==> src/rtl/mult_div_unit_if.sv <==
// Bus between the control unit and the multiply/divide unit: start handshakes,
// operands, mthi/mtlo writes, and the HI/LO/status returned.
interface mult_div_unit_if #(parameter int WIDTH = 32);
  logic             start_mult;
  logic             start_div;
  logic [WIDTH-1:0] a;
  logic [WIDTH-1:0] b;
  logic             hi_wr;
  logic             lo_wr;
  logic [WIDTH-1:0] wr_data;
  logic             busy;
  logic             done;
  logic             div_zero;
  logic [WIDTH-1:0] hi;
  logic [WIDTH-1:0] lo;

  modport master (
    output start_mult, start_div, a, b, hi_wr, lo_wr, wr_data,
    input  busy, done, div_zero, hi, lo
  );

  modport slave (
    input  start_mult, start_div, a, b, hi_wr, lo_wr, wr_data,
    output busy, done, div_zero, hi, lo
  );
endinterface

==> src/rtl/mult_div_unit.sv <==
// Iterative signed multiply (radix-2 Booth) / divide (restoring) unit owning
// the architectural HI/LO registers; one iteration per clock, WIDTH iterations.
module mult_div_unit #(
  parameter int WIDTH = 32
) (
  input  logic            clk,
  input  logic            reset,
  mult_div_unit_if.slave  bus
);
  localparam int CW = (WIDTH > 1) ? $clog2(WIDTH) : 1;

  typedef enum logic [1:0] {IDLE, RUN, FIN} state_t;

  state_t           state, state_nxt;
  logic [CW-1:0]    cnt;
  logic             is_div, neg_q, neg_r, dz;
  logic [WIDTH:0]   acc, acc_nxt;
  logic [WIDTH-1:0] qr, qr_nxt, m;
  logic             q_1, q1_nxt;
  logic [WIDTH-1:0] hi_r, lo_r;
  logic [WIDTH:0]   m_ext, booth_sum, shl, trial;
  logic [WIDTH-1:0] abs_a, abs_b, quot, rem;
  logic             accept_mul, accept_div, b_zero, last;

  assign accept_mul = (state == IDLE) && bus.start_mult;
  assign accept_div = (state == IDLE) && !bus.start_mult && bus.start_div;
  assign b_zero     = (bus.b == '0);
  assign last       = (cnt == CW'(WIDTH-1));
  assign abs_a      = bus.a[WIDTH-1] ? -bus.a : bus.a;
  assign abs_b      = bus.b[WIDTH-1] ? -bus.b : bus.b;

  always_ff @(posedge clk) begin
    if (reset) state <= IDLE;
    else       state <= state_nxt;
  end

  always_comb begin
    state_nxt = state;
    case (state)
      IDLE: begin
        if (accept_mul || (accept_div && !b_zero)) state_nxt = RUN;
        else if (accept_div)                       state_nxt = FIN;
      end
      RUN:     if (last) state_nxt = FIN;
      FIN:     state_nxt = IDLE;
      default: state_nxt = IDLE;
    endcase
  end

  // One iteration. Booth keeps a sign guard bit in acc so that adding or
  // subtracting the most negative multiplicand cannot overflow.
  always_comb begin
    m_ext = {m[WIDTH-1], m};
    case ({qr[0], q_1})
      2'b01:   booth_sum = acc + m_ext;
      2'b10:   booth_sum = acc - m_ext;
      default: booth_sum = acc;
    endcase
    shl   = {acc[WIDTH-1:0], qr[WIDTH-1]};
    trial = shl - {1'b0, m};
    if (is_div) begin
      q1_nxt = q_1;
      if (trial[WIDTH]) begin
        acc_nxt = shl;
        qr_nxt  = {qr[WIDTH-2:0], 1'b0};
      end else begin
        acc_nxt = trial;
        qr_nxt  = {qr[WIDTH-2:0], 1'b1};
      end
    end else begin
      acc_nxt = {booth_sum[WIDTH], booth_sum[WIDTH:1]};
      qr_nxt  = {booth_sum[0], qr[WIDTH-1:1]};
      q1_nxt  = qr[0];
    end
    quot = neg_q ? -qr_nxt : qr_nxt;
    rem  = neg_r ? -acc_nxt[WIDTH-1:0] : acc_nxt[WIDTH-1:0];
  end

  always_ff @(posedge clk) begin
    if (reset) begin
      cnt    <= '0;
      is_div <= 1'b0;
      neg_q  <= 1'b0;
      neg_r  <= 1'b0;
      dz     <= 1'b0;
      acc    <= '0;
      qr     <= '0;
      m      <= '0;
      q_1    <= 1'b0;
      hi_r   <= '0;
      lo_r   <= '0;
    end else begin
      dz <= accept_div && b_zero;
      case (state)
        IDLE: begin
          cnt <= '0;
          if (bus.hi_wr) hi_r <= bus.wr_data;
          if (bus.lo_wr) lo_r <= bus.wr_data;
          if (accept_mul) begin
            acc    <= '0;
            qr     <= bus.a;
            m      <= bus.b;
            q_1    <= 1'b0;
            is_div <= 1'b0;
          end else if (accept_div && !b_zero) begin
            acc    <= '0;
            qr     <= abs_a;
            m      <= abs_b;
            q_1    <= 1'b0;
            is_div <= 1'b1;
            neg_q  <= bus.a[WIDTH-1] ^ bus.b[WIDTH-1];
            neg_r  <= bus.a[WIDTH-1];
          end
        end
        RUN: begin
          acc <= acc_nxt;
          qr  <= qr_nxt;
          q_1 <= q1_nxt;
          cnt <= cnt + CW'(1);
          if (last) begin
            hi_r <= is_div ? rem  : acc_nxt[WIDTH-1:0];
            lo_r <= is_div ? quot : qr_nxt;
          end
        end
        default: ;
      endcase
    end
  end

  assign bus.busy     = (state == RUN);
  assign bus.done     = (state == FIN);
  assign bus.div_zero = (state == FIN) && dz;
  assign bus.hi       = hi_r;
  assign bus.lo       = lo_r;
endmodule

==> src/flat_wrapper.sv <==
// flat-port wrapper written by rule: the top's interface ports become plain ports
module mult_div_unit_flat 
#(
  parameter int WIDTH = 32
)
  (clk, reset, bus_start_mult, bus_start_div, bus_a, bus_b, bus_hi_wr, bus_lo_wr, bus_wr_data, bus_busy, bus_done, bus_div_zero, bus_hi, bus_lo);
  mult_div_unit_if #(.WIDTH(WIDTH)) bus_i ();
  input  logic clk;
  input  logic reset;
  input wire logic [$bits(bus_i.start_mult)-1:0] bus_start_mult;
  input wire logic [$bits(bus_i.start_div)-1:0] bus_start_div;
  input wire logic [$bits(bus_i.a)-1:0] bus_a;
  input wire logic [$bits(bus_i.b)-1:0] bus_b;
  input wire logic [$bits(bus_i.hi_wr)-1:0] bus_hi_wr;
  input wire logic [$bits(bus_i.lo_wr)-1:0] bus_lo_wr;
  input wire logic [$bits(bus_i.wr_data)-1:0] bus_wr_data;
  output wire logic [$bits(bus_i.busy)-1:0] bus_busy;
  output wire logic [$bits(bus_i.done)-1:0] bus_done;
  output wire logic [$bits(bus_i.div_zero)-1:0] bus_div_zero;
  output wire logic [$bits(bus_i.hi)-1:0] bus_hi;
  output wire logic [$bits(bus_i.lo)-1:0] bus_lo;
  assign bus_i.start_mult = bus_start_mult;
  assign bus_i.start_div = bus_start_div;
  assign bus_i.a = bus_a;
  assign bus_i.b = bus_b;
  assign bus_i.hi_wr = bus_hi_wr;
  assign bus_i.lo_wr = bus_lo_wr;
  assign bus_i.wr_data = bus_wr_data;
  assign bus_busy = bus_i.busy;
  assign bus_done = bus_i.done;
  assign bus_div_zero = bus_i.div_zero;
  assign bus_hi = bus_i.hi;
  assign bus_lo = bus_i.lo;
  mult_div_unit #(.WIDTH(WIDTH)) u_core (.clk(clk), .reset(reset), .bus(bus_i));
endmodule
==> config.mk <==
export PLATFORM = sky130hd
export DESIGN_NAME = mult_div_unit_flat
export DESIGN_NICKNAME = d
export VERILOG_FILES = /design/src/rtl/mult_div_unit_if.sv /design/src/rtl/mult_div_unit.sv /design/src/flat_wrapper.sv
export SDC_FILE = /design/constraint.sdc
export NUM_CORES = 1
export LEC_CHECK = 0
export ABC_CLOCK_PERIOD_IN_PS = 6000
export CORE_MARGIN = 2
export CORE_UTILIZATION = 45
export CTS_BUF_LIST = sky130_fd_sc_hd__clkbuf_8
export DETAILED_ROUTE_END_ITERATION = 8
export MAX_ROUTING_LAYER = met4
export PLACE_DENSITY = 0.68
export SYNTH_ARGS = -nofsm -noshare
export SYNTH_HDL_FRONTEND = slang
export SYNTH_SLANG_ARGS = --single-unit
==> constraint.sdc <==
create_clock -name clk -period 6 [get_ports clk]
set_input_delay 1.2 -clock clk [delete_from_list [all_inputs] [get_ports clk]]
set_output_delay 1.2 -clock clk [all_outputs]
set_load 0.01 [all_outputs]
==> impl_metrics.tcl <==
set metrics [dict create \
    die_w_um 192 \
    synth_top_area_share_pct 21.8 \
    hpwl_um 53900 \
    cap_violations 0 \
    row_count 68 \
    worst_slew_pin_slew_ps 1030 \
    drc 0 \
    num_io_pins 169 \
    firstDrtPassIters 6 \
    worstPathRequired_ps 6480 \
    grt-ovfl-total 0 \
    hp-start "u_core.bus.hi[15]" \
    placed_cells 3012 \
    endpoint_kind "flip-flop" \
    critPathKind "reg2reg" \
    r2r_cells 25 \
    wl_per_cell_um 22.5 \
    place_congestion 1.02 \
    rsz0062_at_grt "true" \
    r2r-end "u_core.bus.hi[26]" \
    ys_ff_latch 173 \
    synth_top_flop_cell "dfxtp_1" \
    hold_path_end "u_core.bus.hi[15]" \
    antenna_left 0 \
    netlist_instances 2260 \
    clk_path_buf_depth 2 \
    routed_via_density 6.13 \
    root_buffer "clkbuf_8" \
    cts_tree "done" \
    r2r-start "u_core.m[22]" \
    irDropWorstVdd_uv 191 \
    min_period_over_period_pct 98.3 \
    yosys.area.top_type "dfxtp_1" \
    die-area_mm2 0.0368 \
    synth.cell_area_mm2 0.0159 \
    rrSetupSlack_ps 100 \
    avgSynthCellArea_um2 7.02 \
    antenna_found_initial 0 \
    initial_utilization_pct 45.8 \
    n_antenna_cell 0 \
    min_period_ps 5900 \
    synth_edf_count 0 \
    max_stage_delay_ps 560 \
    synth_cell_types 87 \
    design_area_mm2 0.0205 \
    io_buffers 168 \
    vias 18700 \
    cp-start-kind "flip-flop" \
    grt_max_degree 93 \
    setup_viol 0 \
    stdcell_count 3053 \
    area_growth_pct 28.9 \
    drt-total-wl_um 68700 \
    nets 2762 \
    cts_buffers 17 \
    skew_ps 24.0 \
    cp.arrival_ps 6370 \
    power_density_mw_per_mm2 290 \
    fp.dieH_um 192 \
    max_clock_freq_mhz 170 \
    grt.total_usage_pct 38.0 \
    cts_hold_buffers 0 \
    synthArstFlopShare_pct 0 \
    core_mm2 0.0346 \
    final_core_util_pct 59.1 \
    hold_path.class "reg2reg" \
    drive_gt1_share_pct 15.8 \
    grt_pass1_vias 17600 \
    clock-sinks 173 \
    crit_top_cell "a21o_1" \
    clk_pin_slew_ps 110 \
    report.final.slew_viol_count 0 \
    final_hold_viol_count 0 \
    status "completed" \
    cp_slowest_cell "or4b_4" \
    drt_iter0_markers 1742 \
    leakagePower_nw 8.03 \
    yosysWarningCount 0 \
    synthTopCellsByArea "dfxtp_1, nor2_1, a21oi_1" \
    place_area_mm2 0.0198 \
    clk_latency_ps 540 \
    min_delay_path_depth 2 \
    ys_seq_area_share_pct 21.8 \
    syn-num-nets 2437 \
    crit_fanout 8 \
    max_slew_margin_pct 31.3 \
    cts_htree_levels 4 \
    grt_pass1_wl_um 103000 \
]
==> per-stage QoR <==
stage	setup WS (ps)	hold WS, ps	setup TNS (ps)	power [mW]
2_1_floorplan	6.69	466	0	3.43
3_3_place_gp	-273	450	-1240	4.84
3_5_place_dp	-432	448	-3930	4.88
4_1_cts	10.4	465	0	5.82
5_1_grt	-110	491	-182	6.27
6_report	102	469	0	5.94
==> worst max-delay path, delay by kind of cell, from the launching register on <==
kind	cells	cell delay, ps
buf+inv	3	330
flops	1	350
fa+ha+maj	3	710
compound gates	12	2210
simple gates	7	2240
==> power by group <==
part           internal (mW)  total, mW  switching [mW]
Clock                  0.318      0.897           0.579
Combinational           1.50       3.60            2.10
Sequential              1.30       1.44           0.148
==> cell usage in the layout (no fill, tap or decap), drive strengths merged, types with 14 or more instances in the layout <==
master / n
o21a: 26
nand2: 214
nor3: 61
o31ai: 39
a31oi: 18
clkbuf: 17
nor2: 347
a21oi: 209
a22oi: 23
nand4: 26
dfxtp: 173
a211oi: 106
nor4: 27
buf: 288
a21o: 27
inv: 83
xnor2: 98
o211ai: 34
xor2: 61
nand3: 39
a311oi: 26
clkdlybuf4s50: 167
mux2i: 33
ha: 73
and2: 20
and3: 14
or3: 26
o21ai: 122
==> how the worst max path moves through the flow <==
stage | startpoint | end | slack, ps | cells after the start
floorplan | u_core.m[22] | u_core.bus.hi[26] | 7 | 25
global placement | u_core.qr[31] | u_core.bus.hi[26] | -270 | 25
detailed placement | u_core.qr[31] | u_core.bus.hi[26] | -430 | 25
CTS | u_core.qr[31] | u_core.bus.hi[26] | 10 | 26
global route | u_core.qr[31] | u_core.bus.hi[26] | -110 | 27
finish | u_core.m[22] | u_core.bus.hi[26] | 100 | 25
==> cells in the mapped netlist (34+ instances only) <==
| master | number |
|---|---|
| a211oi_1 | 105 |
| a21oi_1 | 208 |
| clkbuf_1 | 130 |
| dfxtp_1 | 173 |
| ha_1 | 73 |
| inv_1 | 73 |
| nand2_1 | 214 |
| nand3_1 | 39 |
| nor2_1 | 346 |
| nor3_1 | 60 |
| o211ai_1 | 34 |
| o21ai_0 | 120 |
| o31ai_1 | 39 |
| xnor2_1 | 98 |
| xor2_1 | 61 |
==> routing by layer <==
layer,vias to the layer above,global-route usage (%),share of wire (%)
li1,8916,-,-
met1,8857,48.1,43
met2,772,60.4,46
met3,161,5.17,6.6
met4,0,17.0,4.7
met5,-,-,0
==> registers in the layout, indices dropped and copies added, names as in the netlist <==
signal / flops
u_core.acc: 33
u_core.bus.lo: 32
u_core.cnt: 5
u_core.state: 2
u_core.neg_q: 1
u_core.neg_r: 1
u_core.m: 32
u_core.qr: 32
u_core.is_div: 1
u_core.dz: 1
u_core.q_1: 1
u_core.bus.hi: 32
==> repair_timing <==
item	in CTS	in global routing
pin swaps	19	17
buffers inserted	6	3
gates resized for setup	27	32
hold endpoints to repair	0	0
endpoints found under the setup margin	18	16
==> area by class of cell <==
type,count,area [um2]
clock buffer,17,234
clock inverter,15,164
fill,3301,14200
inverter,74,284
multi-input combinational,1864,11800
sequential,173,3470
tap,455,569
timing repair buffer,455,3910
==> cells by family (layout without fill, tap and decap cells) <==
| group | count (synthesis) | after routing | synth area share [%] |
|---|---|---|---|
| xor gates and xnor gates | 159 | 159 | 8.77 |
| muxes | 44 | 44 | 2.86 |
| DFF | 173 | 173 | 21.8 |
| buffers and inverters | 223 | 561 | 5.35 |
| AOI/OAI and AO/OA | 742 | 742 | 31.0 |
| adders and majority gates | 75 | 75 | 6.01 |
| and+or+nand+nor | 844 | 844 | 24.2 |
Power figures use the tool's default switching activity.
